$ cat src/rtl/axi_lite_reg_master.sv
// Single-outstanding AXI4-Lite register master: one command in, one response out,
// with a saturating per-transaction timeout and a drain phase that retires the bus after a timeout.
module axi_lite_reg_master #(
  parameter int unsigned C_M_AXI_ADDR_WIDTH = 32,
  parameter int unsigned C_M_AXI_DATA_WIDTH = 32,
  parameter int unsigned TIMEOUT_CYCLES     = 256
) (
  input  logic                              ap_clk,
  input  logic                              ap_rst,
  input  logic                              cmd_valid,
  output logic                              cmd_ready,
  input  logic                              cmd_write,
  input  logic [C_M_AXI_ADDR_WIDTH-1:0]     cmd_addr,
  input  logic [C_M_AXI_DATA_WIDTH-1:0]     cmd_wdata,
  input  logic [C_M_AXI_DATA_WIDTH/8-1:0]   cmd_wstrb,
  output logic                              rsp_valid,
  input  logic                              rsp_ready,
  output logic [C_M_AXI_DATA_WIDTH-1:0]     rsp_rdata,
  output logic [1:0]                        rsp_resp,
  output logic                              rsp_timeout,
  output logic [C_M_AXI_ADDR_WIDTH-1:0]     m_axi_awaddr,
  output logic                              m_axi_awvalid,
  input  logic                              m_axi_awready,
  output logic [C_M_AXI_DATA_WIDTH-1:0]     m_axi_wdata,
  output logic [C_M_AXI_DATA_WIDTH/8-1:0]   m_axi_wstrb,
  output logic                              m_axi_wvalid,
  input  logic                              m_axi_wready,
  input  logic [1:0]                        m_axi_bresp,
  input  logic                              m_axi_bvalid,
  output logic                              m_axi_bready,
  output logic [C_M_AXI_ADDR_WIDTH-1:0]     m_axi_araddr,
  output logic                              m_axi_arvalid,
  input  logic                              m_axi_arready,
  input  logic [C_M_AXI_DATA_WIDTH-1:0]     m_axi_rdata,
  input  logic [1:0]                        m_axi_rresp,
  input  logic                              m_axi_rvalid,
  output logic                              m_axi_rready
);

  localparam int unsigned AW_W    = C_M_AXI_ADDR_WIDTH;
  localparam int unsigned DW_W    = C_M_AXI_DATA_WIDTH;
  localparam int unsigned STRB_W  = C_M_AXI_DATA_WIDTH / 8;
  localparam int unsigned CNT_W   = 16;
  localparam logic [CNT_W-1:0] TO_LIMIT = CNT_W'(TIMEOUT_CYCLES);
  localparam logic [CNT_W-1:0] CNT_MAX  = {CNT_W{1'b1}};
  localparam logic             TO_EN    = (TIMEOUT_CYCLES != 0);
  localparam logic [1:0]       RESP_SLVERR = 2'b10;

  typedef enum logic [2:0] {
    IDLE    = 3'd0,
    WR_REQ  = 3'd1,
    WR_RESP = 3'd2,
    RD_REQ  = 3'd3,
    RD_RESP = 3'd4,
    RSP     = 3'd5,
    DRAIN   = 3'd6
  } state_t;

  state_t              state_q, state_d;
  logic [AW_W-1:0]     addr_q, addr_d;
  logic [DW_W-1:0]     wdata_q, wdata_d;
  logic [STRB_W-1:0]   wstrb_q, wstrb_d;
  logic                aw_pend_q, aw_pend_d;
  logic                w_pend_q, w_pend_d;
  logic                ar_pend_q, ar_pend_d;
  logic                b_out_q, b_out_d;
  logic                r_out_q, r_out_d;
  logic [CNT_W-1:0]    cnt_q, cnt_d;
  logic [DW_W-1:0]     rsp_rdata_q, rsp_rdata_d;
  logic [1:0]          rsp_resp_q, rsp_resp_d;
  logic                rsp_timeout_q, rsp_timeout_d;

  logic busy, b_hs, r_hs, timeout_hit;
  logic aw_left, w_left, ar_left, b_left, r_left, any_left;

  // Channel handshakes and what remains outstanding after this cycle
  assign busy   = (state_q == WR_REQ) || (state_q == WR_RESP) ||
                  (state_q == RD_REQ) || (state_q == RD_RESP);
  assign b_hs   = m_axi_bready & m_axi_bvalid;
  assign r_hs   = m_axi_rready & m_axi_rvalid;
  assign aw_left  = aw_pend_q & ~m_axi_awready;
  assign w_left   = w_pend_q & ~m_axi_wready;
  assign ar_left  = ar_pend_q & ~m_axi_arready;
  assign b_left   = b_out_q & ~b_hs;
  assign r_left   = r_out_q & ~r_hs;
  assign any_left = aw_left | w_left | ar_left | b_left | r_left;

  // A real B/R response in the limit cycle beats the timeout
  assign timeout_hit = TO_EN && busy && (cnt_q == TO_LIMIT) && !(b_hs || r_hs);

  always_ff @(posedge ap_clk) begin
    if (ap_rst) begin
      state_q       <= IDLE;
      addr_q        <= '0;
      wdata_q       <= '0;
      wstrb_q       <= '0;
      aw_pend_q     <= 1'b0;
      w_pend_q      <= 1'b0;
      ar_pend_q     <= 1'b0;
      b_out_q       <= 1'b0;
      r_out_q       <= 1'b0;
      cnt_q         <= '0;
      rsp_rdata_q   <= '0;
      rsp_resp_q    <= '0;
      rsp_timeout_q <= 1'b0;
    end else begin
      state_q       <= state_d;
      addr_q        <= addr_d;
      wdata_q       <= wdata_d;
      wstrb_q       <= wstrb_d;
      aw_pend_q     <= aw_pend_d;
      w_pend_q      <= w_pend_d;
      ar_pend_q     <= ar_pend_d;
      b_out_q       <= b_out_d;
      r_out_q       <= r_out_d;
      cnt_q         <= cnt_d;
      rsp_rdata_q   <= rsp_rdata_d;
      rsp_resp_q    <= rsp_resp_d;
      rsp_timeout_q <= rsp_timeout_d;
    end
  end

  always_comb begin
    state_d       = state_q;
    addr_d        = addr_q;
    wdata_d       = wdata_q;
    wstrb_d       = wstrb_q;
    aw_pend_d     = aw_left;
    w_pend_d      = w_left;
    ar_pend_d     = ar_left;
    b_out_d       = b_left;
    r_out_d       = r_left;
    cnt_d         = (busy && (cnt_q != CNT_MAX)) ? cnt_q + CNT_W'(1) : cnt_q;
    rsp_rdata_d   = rsp_rdata_q;
    rsp_resp_d    = rsp_resp_q;
    rsp_timeout_d = rsp_timeout_q;

    unique case (state_q)
      IDLE: begin
        if (cmd_valid) begin
          addr_d  = cmd_addr;
          wdata_d = cmd_wdata;
          wstrb_d = cmd_wstrb;
          cnt_d   = '0;
          if (cmd_write) begin
            aw_pend_d = 1'b1;
            w_pend_d  = 1'b1;
            b_out_d   = 1'b1;
            state_d   = WR_REQ;
          end else begin
            ar_pend_d = 1'b1;
            r_out_d   = 1'b1;
            state_d   = RD_REQ;
          end
        end
      end
      WR_REQ: begin
        if (!aw_left && !w_left) state_d = WR_RESP;
      end
      WR_RESP: begin
        if (b_hs) begin
          rsp_rdata_d   = '0;
          rsp_resp_d    = m_axi_bresp;
          rsp_timeout_d = 1'b0;
          state_d       = RSP;
        end
      end
      RD_REQ: begin
        if (!ar_left) state_d = RD_RESP;
      end
      RD_RESP: begin
        if (r_hs) begin
          rsp_rdata_d   = m_axi_rdata;
          rsp_resp_d    = m_axi_rresp;
          rsp_timeout_d = 1'b0;
          state_d       = RSP;
        end
      end
      RSP: begin
        if (rsp_ready) state_d = any_left ? DRAIN : IDLE;
      end
      DRAIN: begin
        if (!any_left) state_d = IDLE;
      end
      default: state_d = IDLE;
    endcase

    // Timeout leaves the pending flags alone so DRAIN can finish the bus protocol
    if (timeout_hit) begin
      rsp_rdata_d   = '0;
      rsp_resp_d    = RESP_SLVERR;
      rsp_timeout_d = 1'b1;
      state_d       = RSP;
    end
  end

  assign cmd_ready     = (state_q == IDLE);
  assign rsp_valid     = (state_q == RSP);
  assign rsp_rdata     = rsp_rdata_q;
  assign rsp_resp      = rsp_resp_q;
  assign rsp_timeout   = rsp_timeout_q;

  assign m_axi_awaddr  = addr_q;
  assign m_axi_awvalid = aw_pend_q;
  assign m_axi_wdata   = wdata_q;
  assign m_axi_wstrb   = wstrb_q;
  assign m_axi_wvalid  = w_pend_q;
  assign m_axi_bready  = (state_q == WR_RESP) || ((state_q == DRAIN) && b_out_q);
  assign m_axi_araddr  = addr_q;
  assign m_axi_arvalid = ar_pend_q;
  assign m_axi_rready  = (state_q == RD_RESP) || ((state_q == DRAIN) && r_out_q);

endmodule

$ cat config.mk
export PLATFORM = sky130hd
export DESIGN_NAME = axi_lite_reg_master
export DESIGN_NICKNAME = d
export VERILOG_FILES = /design/src/rtl/axi_lite_reg_master.sv
export SDC_FILE = /design/constraint.sdc
export NUM_CORES = 1
export LEC_CHECK = 0
export ABC_AREA = 1
export BUFFER_PORTS_ARGS = -buffer_cell sky130_fd_sc_hd__buf_2
export CORE_UTILIZATION = 51
export CTS_BUF_LIST = sky130_fd_sc_hd__clkbuf_8
export DETAILED_ROUTE_END_ITERATION = 16
export PLACE_DENSITY = 0.88
export SYNTH_ARGS = -nofsm -noshare
export SYNTH_HDL_FRONTEND = slang
export SYNTH_SLANG_ARGS = --single-unit
$ cat constraint.sdc
create_clock -name ap_clk -period 4.44 [get_ports ap_clk]
set_clock_uncertainty 0.15 [all_clocks]
set_input_delay 0.444 -clock ap_clk [delete_from_list [all_inputs] [get_ports ap_clk]]
set_output_delay 0.444 -clock ap_clk [all_outputs]
set_load 0.005 [all_outputs]
==> flow_summary.json <==
{
  "outcome": "finished clean",
  "drt_wl_total_mm": 13.8,
  "final_common_cell": "buf_2",
  "dieWidth_um": 104,
  "finalMaxSlewViolations": 0,
  "crit_path_max_fanout": 13,
  "dr.pass1.iters": 7,
  "final_cell_mix": "buf_2 (255), nor2_1 (178), dfxtp_1 (127)",
  "yosysSeqAreaShare": 0.482,
  "syn_nets": 816,
  "dp_cells": 1021,
  "ys_ff_latch": 127,
  "drive_gt1_frac": 0.328,
  "cts_tree": "done",
  "switchingPower_uw": 1640,
  "hold_buffers": 0,
  "cts-resized-gates": 0,
  "rsz0062_at_grt": "no",
  "arrival_ps": 2670,
  "path_class": "reg -> reg",
  "drcViolationCount": 0,
  "pre_cts_ws_ps": 1980,
  "die_area_um2": 10800,
  "cts_root_buf": "clkbuf_8",
  "synth_cells": 700,
  "fp.coreArea_um2": 9910,
  "synth-xor-area-share": 0.0199,
  "nets": 1023,
  "slew_headroom": 0.409,
  "drv_cap": 0,
  "synthSimpleGateAreaFrac": 0.261,
  "drt_iter0_drc": 363,
  "swShare": 0.380,
  "area_growth_syn_to_layout_pct": 28.6,
  "p_leak_uw": 0.00334,
  "syn_avg_cell_area_um2": 7.54,
  "cts_buffers": 17,
  "hold_path_depth": 3,
  "min_period_ps": 2530,
  "hpwl_mm": 9.62,
  "final-hold-violation-count": 0,
  "n_antenna_cell": 0,
  "worst_pin_slew_ps": 881,
  "hp-class": "in -> reg",
  "crit_path_start_kind": "flop",
  "fin_cells": 1052,
  "ant_nets": 0,
  "ys_types": 29,
  "rows": 36,
  "grt_use_total": 0.249,
  "path_clk_slew_ps": 80,
  "syn_area_um2": 5280,
  "final_util": 0.685,
  "ir_worst_vdd_mv": 0.348,
  "required_ps": 4580,
  "grt.overflow.total": 0,
  "place_congestion": 0.915,
  "cts_setup_buffers": 0,
  "power.total_uw": 4320,
  "synthAdderAreaFrac": 0.00474,
  "cp-end-kind": "flop",
  "h-tree-depth": 4,
  "vias": 5263,
  "grt_start_max_net_pins": 71,
  "tns_ps": 0,
  "pwr-share-clk": 0.275,
  "p_int_uw": 2680,
  "yosys_warnings": 0,
  "die_h_um": 104,
  "portBuffers": 255,
  "muxShareOfSynthArea": 0,
  "power_density_nw_per_um2": 637,
  "worstSkewPairLatency_ps": 410,
  "setup_viol": 0,
  "initial_core_util": 0.532,
  "grt_pass1_wl_mm": 21.9,
  "reg2reg_depth": 7,
  "avgViaCountPerCell": 5.00,
  "period_share": 0.569,
  "comb_power_share": 0.354,
  "setup_ws_ps": 1910,
  "synth_top_family_by_area": "simple AND/OR/NAND/NOR gates",
  "wl_per_cell_um": 13.1,
  "max_freq_mhz": 396,
  "pin_count": 256,
  "synth_compound_area_frac": 0.129,
  "p_seq_frac": 0.371,
  "clkSinkCount": 127,
  "antenna_found_initial": 0,
  "grt_pass1_vias": 4763,
  "clockBufferDepth": 2
}
==> registers in the layout, indices dropped and copies added (netlist names), 2 cells and up <==
signal / count
cnt_q: 16
m_axi_araddr: 32
m_axi_wdata: 32
m_axi_wstrb: 4
rsp_rdata: 32
rsp_resp: 2
state_q: 3
==> critical path: stages (launching register included) <==
cell and delay, ps:
dfxtp_1 610, inv_1 190, xor2_1 340, nand2_1 340, inv_1 430, nand3_1 140
xor2_1 150, nor2_1 50
==> layout make-up <==
| cell class | instances | area (µm²) |
|---|---|---|
| fillers | 871 | 3130 |
| clock buffers | 17 | 234 |
| inverters | 28 | 106 |
| clock inverters | 14 | 240 |
| well taps | 133 | 166 |
| multi-input cells | 475 | 2200 |
| flip-flops and latches | 127 | 2540 |
| repair buffers | 258 | 1300 |
==> synthesized netlist by cell type, drive strengths merged <==
master  number  area share
xnor2        4      0.0066
clkinv       2      0.0017
nand2       82       0.059
xor2         8       0.013
clkbuf      20       0.014
a21oi       50       0.047
o21ai       75       0.073
nor2       181        0.13
inv         26       0.019
o211ai       1      0.0014
a211oi       5      0.0071
nor3         9      0.0085
buf         50       0.068
nand4        7      0.0095
ha           2      0.0047
or2          1      0.0012
nand3       48       0.048
nand3b       2      0.0028
dfxtp      127        0.48
==> metrics by stage <==
step | hold slack [ps] | instance area, µm²
after detailed placement | 302 | 6310
after CTS | 72.1 | 6780
after global routing | 72.9 | 6780
after global placement | 296 | 6310
final | 92.0 | 6780
after floorplan | 307 | 5280
==> worst paths after layout <==
kind	slack, ps	from	endpoint
min	90	cmd_addr[16]	m_axi_araddr[16]
min reg2reg	310	rsp_timeout	rsp_timeout
max	1910	state_q[2]	cnt_q[10]
max reg2reg	1910	state_q[2]	cnt_q[10]
==> power by group through the flow <==
stage / combinational (µW) / sequential, µW / clock [µW]
after floorplan: 1130 / 1610 / 0
after global placement: 1490 / 1620 / 0
after detailed placement: 1520 / 1620 / 0
after CTS: 1530 / 1600 / 1210
after global routing: 1720 / 1640 / 1270
final: 1530 / 1600 / 1190
==> cells by family after synthesis <==
group / count (synthesis)
xor+xnor: 12
fa+ha+maj: 2
compound gates: 131
flops: 127
buf+inv: 98
simple gates: 330
==> layer usage <==
metal  vias to the layer above  part of all wire  global-route usage
li1                       2654                 -                   -
met5                         -                 0                   0
met1                      2351              0.42               0.300
met3                        18             0.078              0.0724
met4                         0             0.016              0.0898
met2                       240              0.49               0.421
(Power assumes the default switching activity.)
